===== config.mk =====
export PLATFORM = sky130hd
export DESIGN_NAME = muldiv_seq_unit_flat
export DESIGN_NICKNAME = d
export VERILOG_FILES = /design/src/rtl/muldiv_seq_unit_pkg.sv /design/src/rtl/muldiv_seq_unit_if.sv /design/src/rtl/muldiv_step.sv /design/src/rtl/muldiv_seq_unit.sv /design/src/flat_wrapper.sv
export SDC_FILE = /design/constraint.sdc
export NUM_CORES = 1
export LEC_CHECK = 0
export CAP_MARGIN = 10
export CORE_MARGIN = 10
export CORE_UTILIZATION = 52
export DETAILED_ROUTE_END_ITERATION = 10
export PLACE_DENSITY = 0.84
export SLEW_MARGIN = 25
export SYNTH_ARGS = -nofsm -noshare
export SYNTH_HDL_FRONTEND = slang
export SYNTH_SLANG_ARGS = --single-unit

===== constraint.sdc =====
create_clock -name clk -period 10.76 [get_ports clk]
set_input_delay 2.152 -clock clk [delete_from_list [all_inputs] [get_ports clk]]
set_output_delay 2.152 -clock clk [all_outputs]
set_load 0.03 [all_outputs]

===== src/rtl/muldiv_seq_unit_pkg.sv =====
// muldiv_seq_unit_pkg: funct codes, FSM state and step-mode encodings shared by the multiply/divide unit
package muldiv_seq_unit_pkg;
   localparam logic [5:0] MFHI_FUNCT  = 6'h10;
   localparam logic [5:0] MTHI_FUNCT  = 6'h11;
   localparam logic [5:0] MFLO_FUNCT  = 6'h12;
   localparam logic [5:0] MTLO_FUNCT  = 6'h13;
   localparam logic [5:0] MULT_FUNCT  = 6'h18;
   localparam logic [5:0] MULTU_FUNCT = 6'h19;
   localparam logic [5:0] DIV_FUNCT   = 6'h1a;
   localparam logic [5:0] DIVU_FUNCT  = 6'h1b;
   typedef enum logic [1:0] {ST_IDLE, ST_RUN, ST_FIN} state_e;
   typedef enum logic {MODE_MUL, MODE_DIV} mode_e;
   function automatic logic is_muldiv(input logic [5:0] f);
      return f[5:2] == 4'b0110;
   endfunction
endpackage


===== src/rtl/muldiv_seq_unit_if.sv =====
// muldiv_seq_unit_if: request/result bundle between the EX stage and the multiply/divide unit
interface muldiv_seq_unit_if #(
   parameter int WIDTH = 32
) ();
   logic             op_valid;
   logic             op_ready;
   logic [5:0]       funct;
   logic [WIDTH-1:0] rs_val;
   logic [WIDTH-1:0] rt_val;
   logic             flush;
   logic             busy;
   logic             done;
   logic [WIDTH-1:0] hi;
   logic [WIDTH-1:0] lo;
   modport master (
      output op_valid, funct, rs_val, rt_val, flush,
      input  op_ready, busy, done, hi, lo
   );
   modport slave (
      input  op_valid, funct, rs_val, rt_val, flush,
      output op_ready, busy, done, hi, lo
   );
endinterface


===== src/rtl/muldiv_step.sv =====
// muldiv_step: one radix-2 iteration, shift-add multiply or restoring shift-subtract divide
module muldiv_step import muldiv_seq_unit_pkg::*; #(
   parameter int WIDTH = 32
) (
   input  mode_e            mode,
   input  logic [2*WIDTH:0] acc_in,
   input  logic [WIDTH:0]   operand,
   output logic [2*WIDTH:0] acc_out,
   output logic             q_bit
);
   logic [2*WIDTH:0] sh;
   logic [WIDTH:0]   rem_sh;
   logic [WIDTH:0]   sum;
   // divide leaves the quotient bit slot at zero; the caller inserts q_bit
   always_comb begin
      sh      = {acc_in[2*WIDTH-1:0], 1'b0};
      rem_sh  = sh[2*WIDTH:WIDTH];
      q_bit   = mode == MODE_DIV && rem_sh >= operand;
      sum     = acc_in[2*WIDTH:WIDTH] + (acc_in[0] ? operand : '0);
      acc_out = mode == MODE_DIV ? (q_bit ? {rem_sh - operand, sh[WIDTH-1:0]} : sh)
                                 : {1'b0, sum, acc_in[WIDTH-1:1]};
   end
endmodule


===== src/rtl/muldiv_seq_unit.sv =====
// muldiv_seq_unit: iterative MULT/MULTU/DIV/DIVU unit owning HI/LO, plus MTHI/MTLO writes
module muldiv_seq_unit import muldiv_seq_unit_pkg::*; #(
   parameter int WIDTH = 32
) (
   input logic              clk,
   input logic              rst_n,
   muldiv_seq_unit_if.slave bus
);
   localparam int CNT_W = $clog2(WIDTH) + 1;
   state_e             state, state_nxt;
   mode_e              mode;
   logic [CNT_W-1:0]   cnt;
   logic [2*WIDTH:0]   acc, step_acc;
   logic [WIDTH:0]     opb;
   logic               neg_q, neg_r, div_zero, q_bit, accept, start, sa, sb;
   logic [WIDTH-1:0]   mag_a, mag_b, quot, rem, res_hi, res_lo;
   logic [2*WIDTH-1:0] prod;
   muldiv_step #(.WIDTH(WIDTH)) u_step (
      .mode    (mode),
      .acc_in  (acc),
      .operand (opb),
      .acc_out (step_acc),
      .q_bit   (q_bit)
   );
   always_ff @(posedge clk or negedge rst_n)
      if (!rst_n) state <= ST_IDLE;
      else        state <= state_nxt;
   always_comb
      state_nxt = state == ST_IDLE ? (start ? ST_RUN : ST_IDLE)
                : (state == ST_RUN && !bus.flush) ? (cnt == CNT_W'(1) ? ST_FIN : ST_RUN)
                : ST_IDLE;
   always_comb begin
      bus.op_ready = state == ST_IDLE && !bus.flush;
      bus.busy     = state != ST_IDLE;
      bus.done     = state == ST_FIN && !bus.flush;
   end
   // signed ops work on magnitudes; the sign is restored at commit time
   always_comb begin
      accept = bus.op_valid && bus.op_ready;
      start  = accept && is_muldiv(bus.funct);
      sa     = !bus.funct[0] && bus.rs_val[WIDTH-1];
      sb     = !bus.funct[0] && bus.rt_val[WIDTH-1];
      mag_a  = sa ? -bus.rs_val : bus.rs_val;
      mag_b  = sb ? -bus.rt_val : bus.rt_val;
      prod   = neg_q ? -acc[2*WIDTH-1:0] : acc[2*WIDTH-1:0];
      quot   = acc[WIDTH-1:0];
      rem    = acc[2*WIDTH-1:WIDTH];
      res_hi = mode == MODE_DIV ? (neg_r ? -rem : rem) : prod[2*WIDTH-1:WIDTH];
      res_lo = mode == MODE_DIV ? (div_zero ? '1 : neg_q ? -quot : quot) : prod[WIDTH-1:0];
   end
   always_ff @(posedge clk or negedge rst_n)
      if (!rst_n) begin
         mode     <= MODE_MUL;
         cnt      <= '0;
         acc      <= '0;
         opb      <= '0;
         neg_q    <= 1'b0;
         neg_r    <= 1'b0;
         div_zero <= 1'b0;
         bus.hi   <= '0;
         bus.lo   <= '0;
      end else begin
         if (start) begin
            mode     <= bus.funct[1] ? MODE_DIV : MODE_MUL;
            cnt      <= CNT_W'(WIDTH);
            acc      <= (2*WIDTH+1)'(mag_a);
            opb      <= {1'b0, mag_b};
            neg_q    <= sa ^ sb;
            neg_r    <= sa;
            div_zero <= bus.funct[1] && bus.rt_val == '0;
         end else if (state == ST_RUN) begin
            acc <= {step_acc[2*WIDTH:1], mode == MODE_DIV ? q_bit : step_acc[0]};
            cnt <= cnt - CNT_W'(1);
         end
         bus.hi <= (accept && bus.funct == MTHI_FUNCT) ? bus.rs_val : bus.done ? res_hi : bus.hi;
         bus.lo <= (accept && bus.funct == MTLO_FUNCT) ? bus.rs_val : bus.done ? res_lo : bus.lo;
      end
endmodule


===== src/flat_wrapper.sv =====
// flat-port wrapper written by rule: the top's interface ports become plain ports
module muldiv_seq_unit_flat import muldiv_seq_unit_pkg::*;
#(
   parameter int WIDTH = 32
)
  (clk, rst_n, bus_op_valid, bus_funct, bus_rs_val, bus_rt_val, bus_flush, bus_op_ready, bus_busy, bus_done, bus_hi, bus_lo);
  muldiv_seq_unit_if #(.WIDTH(WIDTH)) bus_i ();
  input logic clk;
  input logic rst_n;
  input wire logic [$bits(bus_i.op_valid)-1:0] bus_op_valid;
  input wire logic [$bits(bus_i.funct)-1:0] bus_funct;
  input wire logic [$bits(bus_i.rs_val)-1:0] bus_rs_val;
  input wire logic [$bits(bus_i.rt_val)-1:0] bus_rt_val;
  input wire logic [$bits(bus_i.flush)-1:0] bus_flush;
  output wire logic [$bits(bus_i.op_ready)-1:0] bus_op_ready;
  output wire logic [$bits(bus_i.busy)-1:0] bus_busy;
  output wire logic [$bits(bus_i.done)-1:0] bus_done;
  output wire logic [$bits(bus_i.hi)-1:0] bus_hi;
  output wire logic [$bits(bus_i.lo)-1:0] bus_lo;
  assign bus_i.op_valid = bus_op_valid;
  assign bus_i.funct = bus_funct;
  assign bus_i.rs_val = bus_rs_val;
  assign bus_i.rt_val = bus_rt_val;
  assign bus_i.flush = bus_flush;
  assign bus_op_ready = bus_i.op_ready;
  assign bus_busy = bus_i.busy;
  assign bus_done = bus_i.done;
  assign bus_hi = bus_i.hi;
  assign bus_lo = bus_i.lo;
  muldiv_seq_unit #(.WIDTH(WIDTH)) u_core (.clk(clk), .rst_n(rst_n), .bus(bus_i));
endmodule

### Word-level counts from Yosys, hierarchy flattened

Cells that the tools add are included.

| word-level totals | value |
|---|---|
| register bits | 173 |
| input bits | 74 |
| output and inout port bits | 67 |
| logic and storage cells | 70 |

| cells by class | value |
|---|---|
| add/sub/neg operators | 8 |
| order comparisons | 1 |
| equal/unequal tests | 6 |
| mux-type cells | 25 |
| bitwise logic cells | 1 |
| reduce and logical (&&, ||, !) cells | 19 |

Operator list:

| cell | number |
|---|---|
| $mux W32 | 12 |
| $mux W65 | 4 |
| $neg A32 Y32 | 4 |
| $mux W64 | 1 |
| $neg A64 Y64 | 1 |
| $add A33 B32 Y33 | 1 |
| $ge A33 B32 Y1 | 1 |
| $sub A33 B32 Y33 | 1 |
| $logic_not A32 Y1 | 1 |
| $eq A6 B5 Y1 const B | 2 |
| $mux W6 | 2 |
| $logic_and A1 B1 Y1 | 11 |
| $reduce_bool A2 Y1 | 4 |
| $eq A6 B1 Y1 const B | 1 |
| $mux W2 | 3 |
| $sub A6 B1 Y6 const B | 1 |
| $eq A4 B3 Y1 const B | 1 |
| $mux W1 | 3 |
| $eq A2 B1 Y1 const B | 1 |
| $eq A2 B2 Y1 const B | 1 |
| $logic_not A1 Y1 | 2 |
| $logic_not A2 Y1 | 1 |
| $xor A1 B1 Y1 | 1 |

### Longest topological paths before layout

Gate-level depths: netlist (run 1).

| logic depth | value |
|---|---|
| depth in word-level cells | 7 |
| depth in mapped cells | 14 |
| depth with buffers taken out | 13 |

### Cells and area by module

From an unflattened synthesis (run 1), not the netlist that was laid out.

| second synthesis, totals | value |
|---|---|
| cell total of the unflattened synthesis | 2,020 |
| area total of the unflattened synthesis | 15,514.9 um^2 |

Modules (own cells, without submodules):

| module | instances | cells each | area each (um^2) |
|---|---|---|---|
| muldiv_seq_unit | 1 | 1,315 | 10,690.3 |
| muldiv_step | 1 | 705 | 4,824.6 |

### Worst setup path after synthesis (run 1)

Ideal clock, no wire load.

| timing | value |
|---|---|
| kind | in2out |
| from | in bus_flush |
| to | out bus_done |
| arrival | 3.120 ns |
| data required time | 8.608 ns |
| path slack | 5.488 ns |
| cell stages on the path | 5 |
| cell sequence | nor2_1 -> nand2_1 -> clkbuf_1 -> inv_2 -> buf_1 |

| on the way | value |
|---|---|
| longest elaborated chain between the ends | 2 |

Ends and longest elaborated chain:

| element | line | source |
|---|---|---|
| start, declared | flat_wrapper.sv:14 | `input wire logic [$bits(bus_i.flush)-1:0] bus_flush;` |
| $logic_not A1 Y1 | muldiv_seq_unit.sv:35 | `bus.done = state == ST_FIN && !bus.flush;` |
| $logic_and A1 B1 Y1 | muldiv_seq_unit.sv:35 |  |
| end, declared | flat_wrapper.sv:17 | `output wire logic [$bits(bus_i.done)-1:0] bus_done;` |

No other way between the ends.

### Final worst setup path (run 1)

Same ends and word-level chain as after synthesis.

==> results of run 1 <==
-- per-stage QoR --
stage	hold WS (ps)	total power, mW	instance area, um2
4_1_cts	488	4.11	16800
5_1_grt	513	4.45	16800
3_3_place_gp	461	3.42	16100
2_1_floorplan	450	2.80	14500
6_report	480	4.16	16800
3_5_place_dp	472	3.46	16200
-- cells in the mapped netlist, drive strengths merged (5+ instances only) --
cell type / instances / share of area, %
a211oi: 22 / 1.1
a21o: 30 / 1.6
a21oi: 112 / 3.9
a221o: 5 / 0.35
a221oi: 6 / 0.45
a22oi: 43 / 2.2
a31oi: 21 / 0.95
a32oi: 14 / 0.85
and2: 12 / 0.52
and3: 18 / 0.78
buf: 17 / 0.47
clkbuf: 93 / 2.4
dfrtp: 173 / 30
ha: 70 / 6.0
inv: 67 / 1.7
mux2: 12 / 0.93
mux2i: 48 / 3.3
nand2: 220 / 5.7
nand2b: 15 / 0.65
nand3: 27 / 0.93
nand4: 11 / 0.47
nor2: 140 / 3.7
nor2b: 14 / 0.60
nor3: 43 / 1.5
nor4: 23 / 1.1
o211ai: 35 / 1.8
o21a: 8 / 0.41
o21ai: 189 / 6.5
o21bai: 5 / 0.26
o221ai: 5 / 0.30
o22ai: 17 / 0.73
o31ai: 24 / 1.4
o41ai: 10 / 0.60
or2: 6 / 0.26
or3: 13 / 0.56
or4: 21 / 1.2
xnor2: 100 / 6.0
xor2: 69 / 4.2
-- power by group --
part	switching, mW	total [mW]	internal (mW)
logic	1.37	2.38	1.01
registers	0.330	1.14	0.810
clock network	0.320	0.641	0.321
total	2.02	4.16	2.14
-- cell type report --
cell class                      instances  area share (%)
Clock buffer                           18            2.62
Clock inverter                         14            1.03
Inverter                               68            1.52
Multi-Input combinational cell       1466            57.0
Sequential cell                       173            25.8
Tap cell                              378            2.82
Timing Repair Buffer                  159            9.23
-- metal layers --
metal / up-vias / track usage (%)
li1: 6755 / -
met4: 2 / 9.74
met3: 112 / 3.90
met2: 692 / 42.7
met1: 6805 / 32.1
met5: - / 0
-- worst min-delay path: stages (launching register included) --
cell and delay (ps):
dfrtp_1 340, nand2_1 50, o21ai_0 60
-- cell families after synthesis --
logic type                 Yosys count  synth area share [%]
AOI/OAI and AO/OA                  586                  25.9
and+or+nand+nor                    579                  18.9
buffers and inverters              178                  4.65
DFF                                173                  29.9
xor gates and xnor gates           169                  10.2
adders and majority gates           72                  6.32
muxes                               60                  4.24
-- registers in the layout, indices dropped and copies added, names as in the netlist --
| signal | cells |
|---|---|
| u_core.bus.lo | 32 |
| u_core.acc | 65 |
| u_core.neg_q | 1 |
| u_core.div_zero | 1 |
| u_core.neg_r | 1 |
| u_core.mode | 1 |
| u_core.bus.hi | 32 |
| u_core.cnt | 6 |
| u_core.state | 2 |
| u_core.opb | 32 |
-- final timing paths --
check | to | startpoint | slack (ps) | depth (start not counted)
max | bus_done | bus_flush | 4270 | 6
min | u_core.opb[15]$_DFFE_PN0P_ | u_core.opb[15]$_DFFE_PN0P_ | 480 | 2
max reg2reg | u_core.acc[63]$_DFFE_PN0P_ | u_core.acc[0]$_DFFE_PN0P_ | 6210 | 13
min reg2reg | u_core.opb[15]$_DFFE_PN0P_ | u_core.opb[15]$_DFFE_PN0P_ | 480 | 2
max in group asynchronous | u_core.opb[21]$_DFFE_PN0P_ | rst_n | 7520 | 2
min in group asynchronous | u_core.bus.lo[3]$_DFFE_PN0P_ | rst_n | 1790 | 1
-- cell usage in the layout, fill, tap and decap left out, types with 66 or more instances in the layout --
cell	instances
xor2_1	69
inv_1	66
nand2_1	218
ha_1	70
a21oi_1	111
dfrtp_1	172
o21ai_0	178
nor2_1	137
xnor2_1	100
clkdlybuf4s50_1	139
==> results.py, run 1 <==
metrics = {
    "yosys": {
        "synth_nets": 1963,
        "synth-edff-count": 0,
        "async_flop_share_pct": 100,
        "synth.distinct_cells": 76,
        "synth_area_um2": 14500,
        "synth_flop_cell": "dfrtp_1",
        "synth-seq-area-share_pct": 29.9,
        "netlist_instances": 1817,
        "ys_ff_latch": 173,
        "syn_area_per_cell_um2": 7.98,
        "ys.warnings.count": 0,
    },
    "finish": {
        "drive_above_1_share_pct": 5.01,
        "fill_cells": 2484,
        "syn_to_final_growth_pct": 15.7,
        "diodes": 0,
        "fin_cells": 2276,
        "post-route-util_pct": 60.7,
        "nNetsFinal": 2031,
        "regArea_um2": 4330,
        "multi_input_area_um2": 9550,
    },
    "worst_setup_path": {
        "required_ps": 8610,
        "worst_path_most_repeated_cell": "clkdlybuf4s50_1",
        "cp.arrival_ps": 4340,
        "cp_top_family": "buffers and inverters",
        "criticalPathCategory": "in -> out",
        "critPathBufInv": 4,
        "crit_fanout": 57,
        "cp_slowest_cell": "clkdlybuf4s50_1",
        "cp_slowest_stage_delay_ps": 690,
        "critPathLaunchType": "input pin",
        "crit_path_end_kind": "output port",
        "worstPathCellList": "clkdlybuf4s50_1, nor2_1, nand2_2, buf_4, inv_2, clkdlybuf4s50_1",
    },
    "drt": {
        "drt_iter0_drc": 1379,
        "drtAntennaViolNets": 0,
        "routed_wirelength_mm": 46.5,
        "met3_wirelength_mm": 3.43,
        "wl_per_cell_um": 20.4,
        "first_pass_iters": 5,
        "wl_met2_mm": 21.7,
        "via_per_inst": 6.31,
        "route.detailed.drc": 0,
        "vias": 14400,
        "wl_met1_mm": 19.8,
        "top_layer_used": "met5",
    },
    "grt": {
        "grt_pass1_wl_mm": 73.5,
        "grt.overflow.total": 0,
        "grt_antenna_before_repair": 1,
        "track_usage_pct": 25.4,
        "grt_max_degree": 113,
        "grt_pass1_vias": 13900,
    },
    "floorplanning": {
        "dieWidth_um": 187,
        "core_um2": 27600,
        "dieArea_um2": 35000,
        "dieHeight_um": 187,
        "row_count": 61,
        "io-pin-count": 141,
        "start_util_pct": 52.5,
    },
    "power_and_ir_drop": {
        "p_per_area_nw_per_um2": 248,
        "vdd_drop_max_v": 0.000152,
        "leakage_nw": 6.99,
    },
    "job": {
        "maxCapViolations": 0,
    },
    "cts": {
        "max-clock-path-buffers": 2,
        "cts_setup_buffers": 0,
        "clock-sinks": 173,
        "cts_buffers": 17,
        "cts_resized": 0,
        "insertion_delay_ps": 440,
        "cts_tree": "built",
        "root_buffer": "clkbuf_16",
        "clk_pin_slew_worst_paths_ps": 70,
        "hold_buffers": 0,
        "h-tree-depth": 4,
    },
    "sta": {
        "skew_ps": 16.0,
        "final_max_slew_viol_count": 0,
        "timing.final.crit_share_pct": 60.3,
        "slew_headroom_pct": 36.2,
        "fin_crit_ps": 6490,
        "rsz0062_at_grt": "no",
        "final_hold_viol_count": 0,
        "setup_viol": 0,
        "fmax_ghz": 0.154,
        "worstMarginPinSlew_ps": 948,
        "final.setup.tns_ps": 0,
        "postLayoutSetupSlackWorst_ps": 4270,
    },
    "placed_design": {
        "numPortBuffers": 140,
        "dp_slack_ps": 4280,
        "place_hpwl_mm": 34.6,
        "gp_congestion": 0.959,
        "place_inst": 2244,
    },
    "hold_path": {
        "hold_path.class": "reg -> reg",
    },
    "status": {
        "outcome": "completed",
    },
}
(Power assumes the default switching activity.)
==> run 2: changes to the inputs <==
- PLACE_DENSITY: 0.84 -> 0.87
- clock period: 10.76 -> 5.4 ns (I/O delays scaled with it)
==> run 2 against run 1 <==
Compared with the run above:
- clock power is 110% higher
- register-to-register slack got worse by 5200 ps
- highest routed layer is now met4
- clock skew rose by 1.4 ps
- critical path type is now reg -> reg
- clock-buffer cell count is 1 lower
==> results.py, run 2 (synthesized netlist as in run 1, its figures left out) <==
metrics = {
    "status": {
        "outcome": "completed",
    },
    "placed_design": {
        "place_hpwl_mm": 34.8,
        "gp_congestion": 0.994,
        "numPortBuffers": 140,
        "placed_cell_area_um2": 16200,
    },
    "drt": {
        "wl_per_cell_um": 20.6,
        "wl_met2_mm": 21.6,
        "vias": 14400,
        "drtAntennaViolNets": 0,
        "wl_met1_mm": 19.8,
        "drt_iter0_drc": 1501,
        "met3_wirelength_mm": 3.75,
        "top_layer_used": "met4",
        "first_pass_iters": 6,
        "routed_wirelength_mm": 46.8,
        "route.detailed.drc": 0,
        "via_per_inst": 6.33,
    },
    "cts": {
        "cts_buffers": 17,
        "hold_buffers": 0,
        "max-clock-path-buffers": 2,
        "insertion_delay_ps": 440,
        "clk_pin_slew_worst_paths_ps": 80,
        "h-tree-depth": 4,
        "cts_setup_buffers": 0,
        "clock-sinks": 173,
        "cts_tree": "built",
        "cts_resized": 0,
        "root_buffer": "clkbuf_16",
    },
    "finish": {
        "largest_register": "u_core.acc",
        "layout_common_cells": "nand2_1 (218), o21ai_0 (178), dfrtp_1 (172)",
        "post-route-util_pct": 60.8,
        "nNetsFinal": 2033,
        "drive_above_1_share_pct": 5.05,
        "syn_to_final_growth_pct": 15.8,
        "diodes": 0,
        "largest_reg_flops": 65,
        "layout_commonest_cell": "nand2_1",
        "design_area_um2": 16800,
    },
    "sta": {
        "rsz0062_at_grt": "no",
        "setup_viol": 0,
        "worstMarginPinSlew_ps": 1070,
        "slew_headroom_pct": 28.4,
        "final_max_slew_viol_count": 0,
        "fin_crit_ps": 4430,
        "skew_ps": 17.4,
        "fmax_ghz": 0.226,
        "final_hold_viol_count": 0,
        "timing.final.crit_share_pct": 82.0,
        "final.setup.tns_ps": 0,
    },
    "floorplanning": {
        "dieHeight_um": 187,
        "row_count": 61,
        "io-pin-count": 141,
        "core_um2": 27600,
        "dieArea_um2": 35000,
        "dieWidth_um": 187,
        "start_util_pct": 52.5,
    },
    "hold_path": {
        "hold_path_depth": 2,
        "hold_path.class": "reg -> reg",
    },
    "worst_setup_path": {
        "cp_slowest_cell": "or4_1",
        "cp.depth": 13,
        "criticalPathCategory": "reg -> reg",
        "cp.arrival_ps": 4720,
        "required_ps": 5690,
        "critPathLaunchType": "register",
        "crit_fanout": 21,
        "critPathBufInv": 2,
        "worst_r2r_path_depth": 13,
        "cp_top_family": "compound AO/OA/AOI/OAI gates",
        "cp_slowest_stage_delay_ps": 560,
        "worstPathCellList": "inv_1, buf_4, nor2_1, ha_1, and4_1, and2_1, a221o_1, or4_1, a31oi_1, o21ai_1, and3_1, a2111oi_0, o221ai_1",
        "crit_path_end_kind": "register",
    },
    "power_and_ir_drop": {
        "vdd_drop_max_v": 0.000241,
        "leakage_nw": 7.00,
        "p_per_area_nw_per_um2": 497,
    },
    "grt": {
        "grt_max_degree": 96,
        "grt.overflow.total": 0,
        "grt_pass1_wl_mm": 74.8,
        "grt_pass1_vias": 13900,
        "track_usage_pct": 25.8,
        "grt_antenna_before_repair": 0,
    },
    "job": {
        "maxCapViolations": 0,
    },
}
## run 2: through the flow
stage          power (mW)  cells  hold WS [ps]  setup WS, ps
2_1_floorplan        5.58   1817           450          1580
3_3_place_gp         6.81   2246           462          1110
3_5_place_dp         6.89   2246           471          1060
4_1_cts              8.22   2278           488          1040
5_1_grt              8.88   2278           515           745
6_report             8.35   2278           485           972
## run 2: layout make-up
class | instances | area, um2
fill | 2470 | 10800
multi-input combinational | 1466 | 9540
sequential | 173 | 4330
timing repair buffer | 161 | 1570
tap | 378 | 473
clock buffer | 17 | 425
inverter | 68 | 255
clock inverter | 15 | 196
## run 2: final timing paths
| kind | start | to | slack (ps) |
|---|---|---|---|
| max | u_core.acc[0]$_DFFE_PN0P_ | u_core.acc[63]$_DFFE_PN0P_ | 970 |
| min | u_core.opb[19]$_DFFE_PN0P_ | u_core.opb[19]$_DFFE_PN0P_ | 480 |
| max reg2reg | u_core.acc[0]$_DFFE_PN0P_ | u_core.acc[63]$_DFFE_PN0P_ | 970 |
| min reg2reg | u_core.opb[19]$_DFFE_PN0P_ | u_core.opb[19]$_DFFE_PN0P_ | 480 |
| max in group asynchronous | rst_n | u_core.acc[56]$_DFFE_PN0P_ | 3750 |
| min in group asynchronous | rst_n | u_core.bus.lo[7]$_DFFE_PN0P_ | 710 |
## run 2: worst min-delay path, cell delays in order (launching register included)
cell     delay, ps
dfrtp_1        340
nand2_1         50
o21ai_0         60
## run 2: power breakdown
group / switching [mW] / internal (mW) / leakage [nW] / total [mW]
sequential: 0.651 / 1.61 / 2.21 / 2.27
combinational: 2.75 / 2.02 / 4.49 / 4.77
clock: 0.642 / 0.673 / 0.299 / 1.32
total: 4.04 / 4.30 / 7.00 / 8.35
## run 2: routing by layer
metal | global-route usage (%) | vias to the layer above
met5 | 0 | -
met4 | 10.3 | 0
met3 | 4.01 | 131
met2 | 42.4 | 761
met1 | 33.3 | 6756
li1 | - | 6767
